## src/rtl/mii_rx_framer.sv

```systemverilog
// MII receive framer: preamble/SFD strip, nibble-to-byte assembly, FCS and length check.
// MII_RX_FCS_STRIP_EN withholds the four FCS bytes from the output stream.
module mii_rx_framer #(
  parameter int MIN_LEN = 64,
  parameter int MAX_LEN = 1522
) (
  input  logic       phy_smii_ref_clk,
  input  logic       rst_async,
  input  logic       mii_rxc,
  input  logic       mii_rxdv,
  input  logic       mii_rxer,
  input  logic [3:0] mii_rxd,
  output logic       m_tvalid,
  output logic [7:0] m_tdata,
  output logic       m_tlast,
  output logic       m_tuser,
  output logic       stat_good,
  output logic       stat_bad
);

`ifdef MII_RX_FCS_STRIP_EN
  localparam int unsigned D = 5;
`else
  localparam int unsigned D = 1;
`endif

  localparam logic [1:0] IDLE = 2'd0;
  localparam logic [1:0] PRE  = 2'd1;
  localparam logic [1:0] DATA = 2'd2;
  localparam logic [1:0] DROP = 2'd3;

  localparam logic [31:0] CRC_POLY    = 32'hEDB88320;
  localparam logic [31:0] CRC_RESIDUE = 32'hDEBB20E3;
  localparam logic [10:0] MIN_L       = 11'(MIN_LEN);
  localparam logic [10:0] MAX_L       = 11'(MAX_LEN);
  localparam logic [10:0] D_L         = 11'(D);

  function automatic logic [31:0] crc_byte(input logic [31:0] c, input logic [7:0] b);
    logic [31:0] r;
    r = c ^ {24'h0, b};
    for (int unsigned i = 0; i < 8; i++) begin
      r = r[0] ? ((r >> 1) ^ CRC_POLY) : (r >> 1);
    end
    return r;
  endfunction

  logic        rxc_r;
  logic        s;
  logic [1:0]  state;
  logic        phase;
  logic [3:0]  low_nib;
  logic [10:0] len;
  logic        err;
  logic [31:0] crc;
  logic [7:0]  dly [D];
  logic [7:0]  byte_in;
  logic        frame_bad;

  assign s       = mii_rxc & ~rxc_r;
  assign byte_in = {mii_rxd, low_nib};

  // Evaluated at the end-of-frame sample; the CRC already includes the last FCS byte.
  assign frame_bad = err | phase | (crc != CRC_RESIDUE) | (len < MIN_L) | (len > MAX_L);

  always_ff @(posedge phy_smii_ref_clk or posedge rst_async) begin
    if (rst_async) begin
      rxc_r     <= 1'b0;
      state     <= IDLE;
      phase     <= 1'b0;
      low_nib   <= '0;
      len       <= '0;
      err       <= 1'b0;
      crc       <= '0;
      m_tvalid  <= 1'b0;
      m_tdata   <= '0;
      m_tlast   <= 1'b0;
      m_tuser   <= 1'b0;
      stat_good <= 1'b0;
      stat_bad  <= 1'b0;
      for (int unsigned i = 0; i < D; i++) dly[i] <= '0;
    end else begin
      rxc_r     <= mii_rxc;
      m_tvalid  <= 1'b0;
      m_tlast   <= 1'b0;
      m_tuser   <= 1'b0;
      stat_good <= 1'b0;
      stat_bad  <= 1'b0;
      if (s) begin
        case (state)
          IDLE: begin
            if (mii_rxdv) state <= (mii_rxd == 4'h5) ? PRE : DROP;
          end
          PRE: begin
            if (!mii_rxdv) begin
              state <= IDLE;
            end else if (mii_rxd == 4'hD) begin
              state <= DATA;
              phase <= 1'b0;
              len   <= '0;
              err   <= 1'b0;
              crc   <= '1;
            end else if (mii_rxd != 4'h5) begin
              state <= DROP;
            end
          end
          DATA: begin
            if (!mii_rxdv) begin
              state <= IDLE;
              // Oldest held byte closes the frame; the newer D-1 bytes are dropped.
              if (len > D_L) begin
                m_tvalid <= 1'b1;
                m_tdata  <= dly[D-1];
                m_tlast  <= 1'b1;
                m_tuser  <= frame_bad;
              end
              stat_good <= ~frame_bad;
              stat_bad  <= frame_bad;
            end else begin
              if (mii_rxer) err <= 1'b1;
              phase <= ~phase;
              if (!phase) begin
                low_nib <= mii_rxd;
              end else begin
                crc <= crc_byte(crc, byte_in);
                if (len != '1) len <= len + 11'd1;
                for (int unsigned i = D - 1; i > 0; i--) dly[i] <= dly[i-1];
                dly[0] <= byte_in;
                if (len >= D_L) begin
                  m_tvalid <= 1'b1;
                  m_tdata  <= dly[D-1];
                end
              end
            end
          end
          default: begin
            if (!mii_rxdv) state <= IDLE;
          end
        endcase
      end
    end
  end

endmodule

```

## config.mk

```make
export PLATFORM = sky130hd
export DESIGN_NAME = mii_rx_framer
export DESIGN_NICKNAME = d
export VERILOG_FILES = /design/src/rtl/mii_rx_framer.sv
export SDC_FILE = /design/constraint.sdc
export NUM_CORES = 1
export LEC_CHECK = 0
export ABC_CLOCK_PERIOD_IN_PS = 5800
export CAP_MARGIN = 20
export CELL_PAD_IN_SITES_DETAIL_PLACEMENT = 1
export CELL_PAD_IN_SITES_GLOBAL_PLACEMENT = 1
export CORE_UTILIZATION = 52
export CTS_CLUSTER_SIZE = 8
export DETAILED_ROUTE_END_ITERATION = 10
export PLACE_DENSITY = 0.95
export SLEW_MARGIN = 20
export SYNTH_ARGS = -nofsm -noshare
export SYNTH_HDL_FRONTEND = slang
export SYNTH_SLANG_ARGS = --single-unit
```

## constraint.sdc

```tcl
create_clock -name phy_smii_ref_clk -period 5.8 [get_ports phy_smii_ref_clk]
set_input_delay 1.16 -clock phy_smii_ref_clk [delete_from_list [all_inputs] [get_ports phy_smii_ref_clk]]
set_output_delay 1.16 -clock phy_smii_ref_clk [all_outputs]
set_load 0.02 [all_outputs]
```

==> key figures <==
Logic synthesis
  – Top_reg_cell synth: dfrtp_1
  – Count leader, synth: dfrtp_1
  – Multiplexer share of the synthesized area: around 6.6%
  – Synth area leaders: dfrtp_1 47%, xnor2_1 9.5%, xor2_1 5.7%, a21oi_1 4.4%, nor2_1 4.4%
  – Syn Std Cell Area: 3860 um^2
  – EDFF count, synth: 0
  – Largest family of logic cells by synthesized area: XOR/XNOR gates
  – Post-Synth XOR/XNOR Area: 22.0%
  – Cell taking the most area after synthesis: dfrtp_1
  – Synth top area share: a little under half
  – Synthesized flop and latch total: 73
  – Post-synth net total: 353
  – Count of warnings emitted by yosys: 0
  – Compound-cell area share of the yosys netlist: a little over 9%
  – Mapped Cells: 342
  – Post-Synth Simple-Gate Area: 12.4%
  – Post-synthesis sequential area ratio: about 47%
  – Post-synthesis area per instance: between 10 and 15 um^2
  – Post-synth top cells: 73 x dfrtp_1, 45 x nor2_1, 42 x xnor2_1, 34 x a21oi_1, 25 x xor2_1
  – Synth Area in Adders: 0.647%
  – Count of different cell masters after synthesis: 48
  – FFs w/ async S/R, synth: 100%

Hold path
  – Hold EP: dly[1]
  – Hold depth: 1
  – HP Class: reg -> reg
  – Min-delay src: dly[1]

Floorplanning
  – Die ar.: 7780 um^2
  – Core ar.: 7210 um^2
  – Starting Density: 53.6%
  – Die Ht: 88.2 um
  – # IOs: 22
  – Std cell rows: 31
  – Die Width: 88.2 um

Place
  – Port bufs: 21
  – Routability-driven placement congestion ratio: 0.847
  – Final HPWL DP: 7.36 mm

Clocking
  – CTS tree: yes
  – Hold buffer count at CTS: 0
  – Num CTS Buffers: 9
  – Max clock buf depth: 2
  – H-Tree Depth: 3
  – Root buffer cell: clkbuf_8
  – Skew-Pair Late Insertion Delay: 360 ps
  – Clock slew at reported path FFs: 80 ps
  – Post-CTS Resized: 0
  – Clock net sink count: 73
  – Post-CTS Setup Bufs: 0

GRT
  – Busiest grt layer: met2
  – Met3 usage: 4.57%
  – Initial antenna violation count: 0
  – GR Util met2: 54.5%
  – Total GRT Usage: 31.4%
  – Grt met1 use: 37.0%
  – Vias in the first global route: 3117
  – Largest net degree at the start of global routing: 44
  – GR Overflow Total: 0
  – First-pass GRT wire length: 17.4 mm

Critical path
  – Reg-to-Reg End: crc[18]
  – Crit Path Category: in -> reg
  – Max FO, Critical Path: 35
  – Startpoint types: primary input
  – Arr. time, crit path: 3920 ps
  – RR Startpoint: rxc_r
  – R2R Setup Slk: 3250 ps
  – Critical Path RT: 6060 ps
  – Setup crit end kind: register
  – Worst Reg-to-Reg Cells: 5

Routing
  – Drt pass-1 iters: 4
  – Drt via density: 5.89
  – Initial DRC count: just under 200
  – Total Wirelength: around 11 mm
  – Drc violations: 0
  – Post-route ant nets: 0
  – Avg WL per Cell: 23.4 um
  – Vias post-DR: 2764

Run status
  – Run status: finished clean

STA
  – Setup TNS: 0 ps
  – Crit share post-route: 63.2%
  – Slew @ Worst Pin: 959 ps
  – Hold slack: 519 ps
  – Clock skew: 8.31 ps
  – Final min period: 3660 ps
  – F_max: 273 MHz
  – Finish-stage setup viols: 0
  – RSZ-0062 raised after global routing: false
  – Hold Vio Cnt, Final: 0
  – Max Slew Vio Count: 0
  – Worst slew margin: roughly 34%

Final layout
  – Filler cell count: 746
  – # diodes: 0
  – Final Util: 61.4%
  – Layout cells sized above 1: 16.2%
  – Area grow syn2layout: 14.6%
  – Final nets: 376

Job
  – Number of max-cap violations: 0
-- worst max-delay path, cell delays in order --
cell and delay (ps):
clkdlybuf4s50_1 550, nand3b_1 350, nor4_2 780, or2_2 730, nor2_1 120, a21oi_1 220
-- metrics by stage --
stage	worst slack, ps	cells	area, um^2
after floorplan	2790	342	3860
after global routing	1970	469	4430
after detailed placement	1880	453	4180
final	2140	469	4430
after CTS	2200	469	4430
after global placement	2170	453	4180
-- final cells by class --
class	count	area [um^2]	share of cell area (%)
clock buffer	10	138	3.11
clock inverter	6	115	2.60
sequential	73	1830	41.2
tap	99	124	2.80
multi-input combinational	251	1970	44.5
inverter	6	22.5	0.508
timing repair buffer	24	233	5.25
-- layout by cell type (no fill, tap or decap), types with 3 or more instances in the layout --
cell type / count
dfrtp_1: 73
nor2_1: 45
xnor2_1: 42
a21oi_1: 34
xor2_1: 25
clkdlybuf4s50_1: 21
mux2_2: 12
clkbuf_8: 10
xnor2_2: 8
mux2_4: 8
nand2_1: 6
o21ai_0: 6
and3_1: 6
nor2b_1: 5
inv_1: 5
and4_1: 4
o211ai_1: 4
nand3_1: 4
a31oi_1: 3
o2111ai_1: 3
nor4b_1: 3
bufinv_16: 3
buf_4: 3
-- routing by layer --
metal  vias to the layer above  part of all wire (%)
met5                         -                     0
met4                         0                   4.0
met3                        36                   3.0
met2                        76                    53
met1                      1434                    40
li1                       1218                     -
-- registers in the layout, indices dropped and copies added (netlist names) --
signal	cells
crc	32
len	11
phase	1
m_tlast	1
err	1
m_tuser	1
m_tvalid	1
m_tdata	8
state	2
low_nib	4
dly	8
stat_bad	1
rxc_r	1
stat_good	1
-- kinds of logic (layout without fill, tap and decap cells) --
group           count (synthesis)  count (layout)
xor+xnor                       81              81
fa+ha+maj                       2               2
flops                          73              73
mux                            20              20
simple gates                   89              89
buf+inv                        18              46
compound gates                 59              59
-- worst max-delay path by stage --
stage / slack [ps] / cells past startpoint / to / startpoint
finish: 2140 / 6 / crc[18] / mii_rxd[1]
CTS: 2200 / 6 / crc[18] / mii_rxd[1]
global placement: 2170 / 5 / dly[1] / mii_rxc
global route: 1970 / 6 / crc[7] / mii_rxd[1]
detailed placement: 1880 / 6 / crc[7] / mii_rxd[1]
floorplan: 2790 / 1 / crc[0] / rst_async
Power is not shown: default switching activity piles up to over one toggle a cycle in this logic, so the estimate is an artifact.
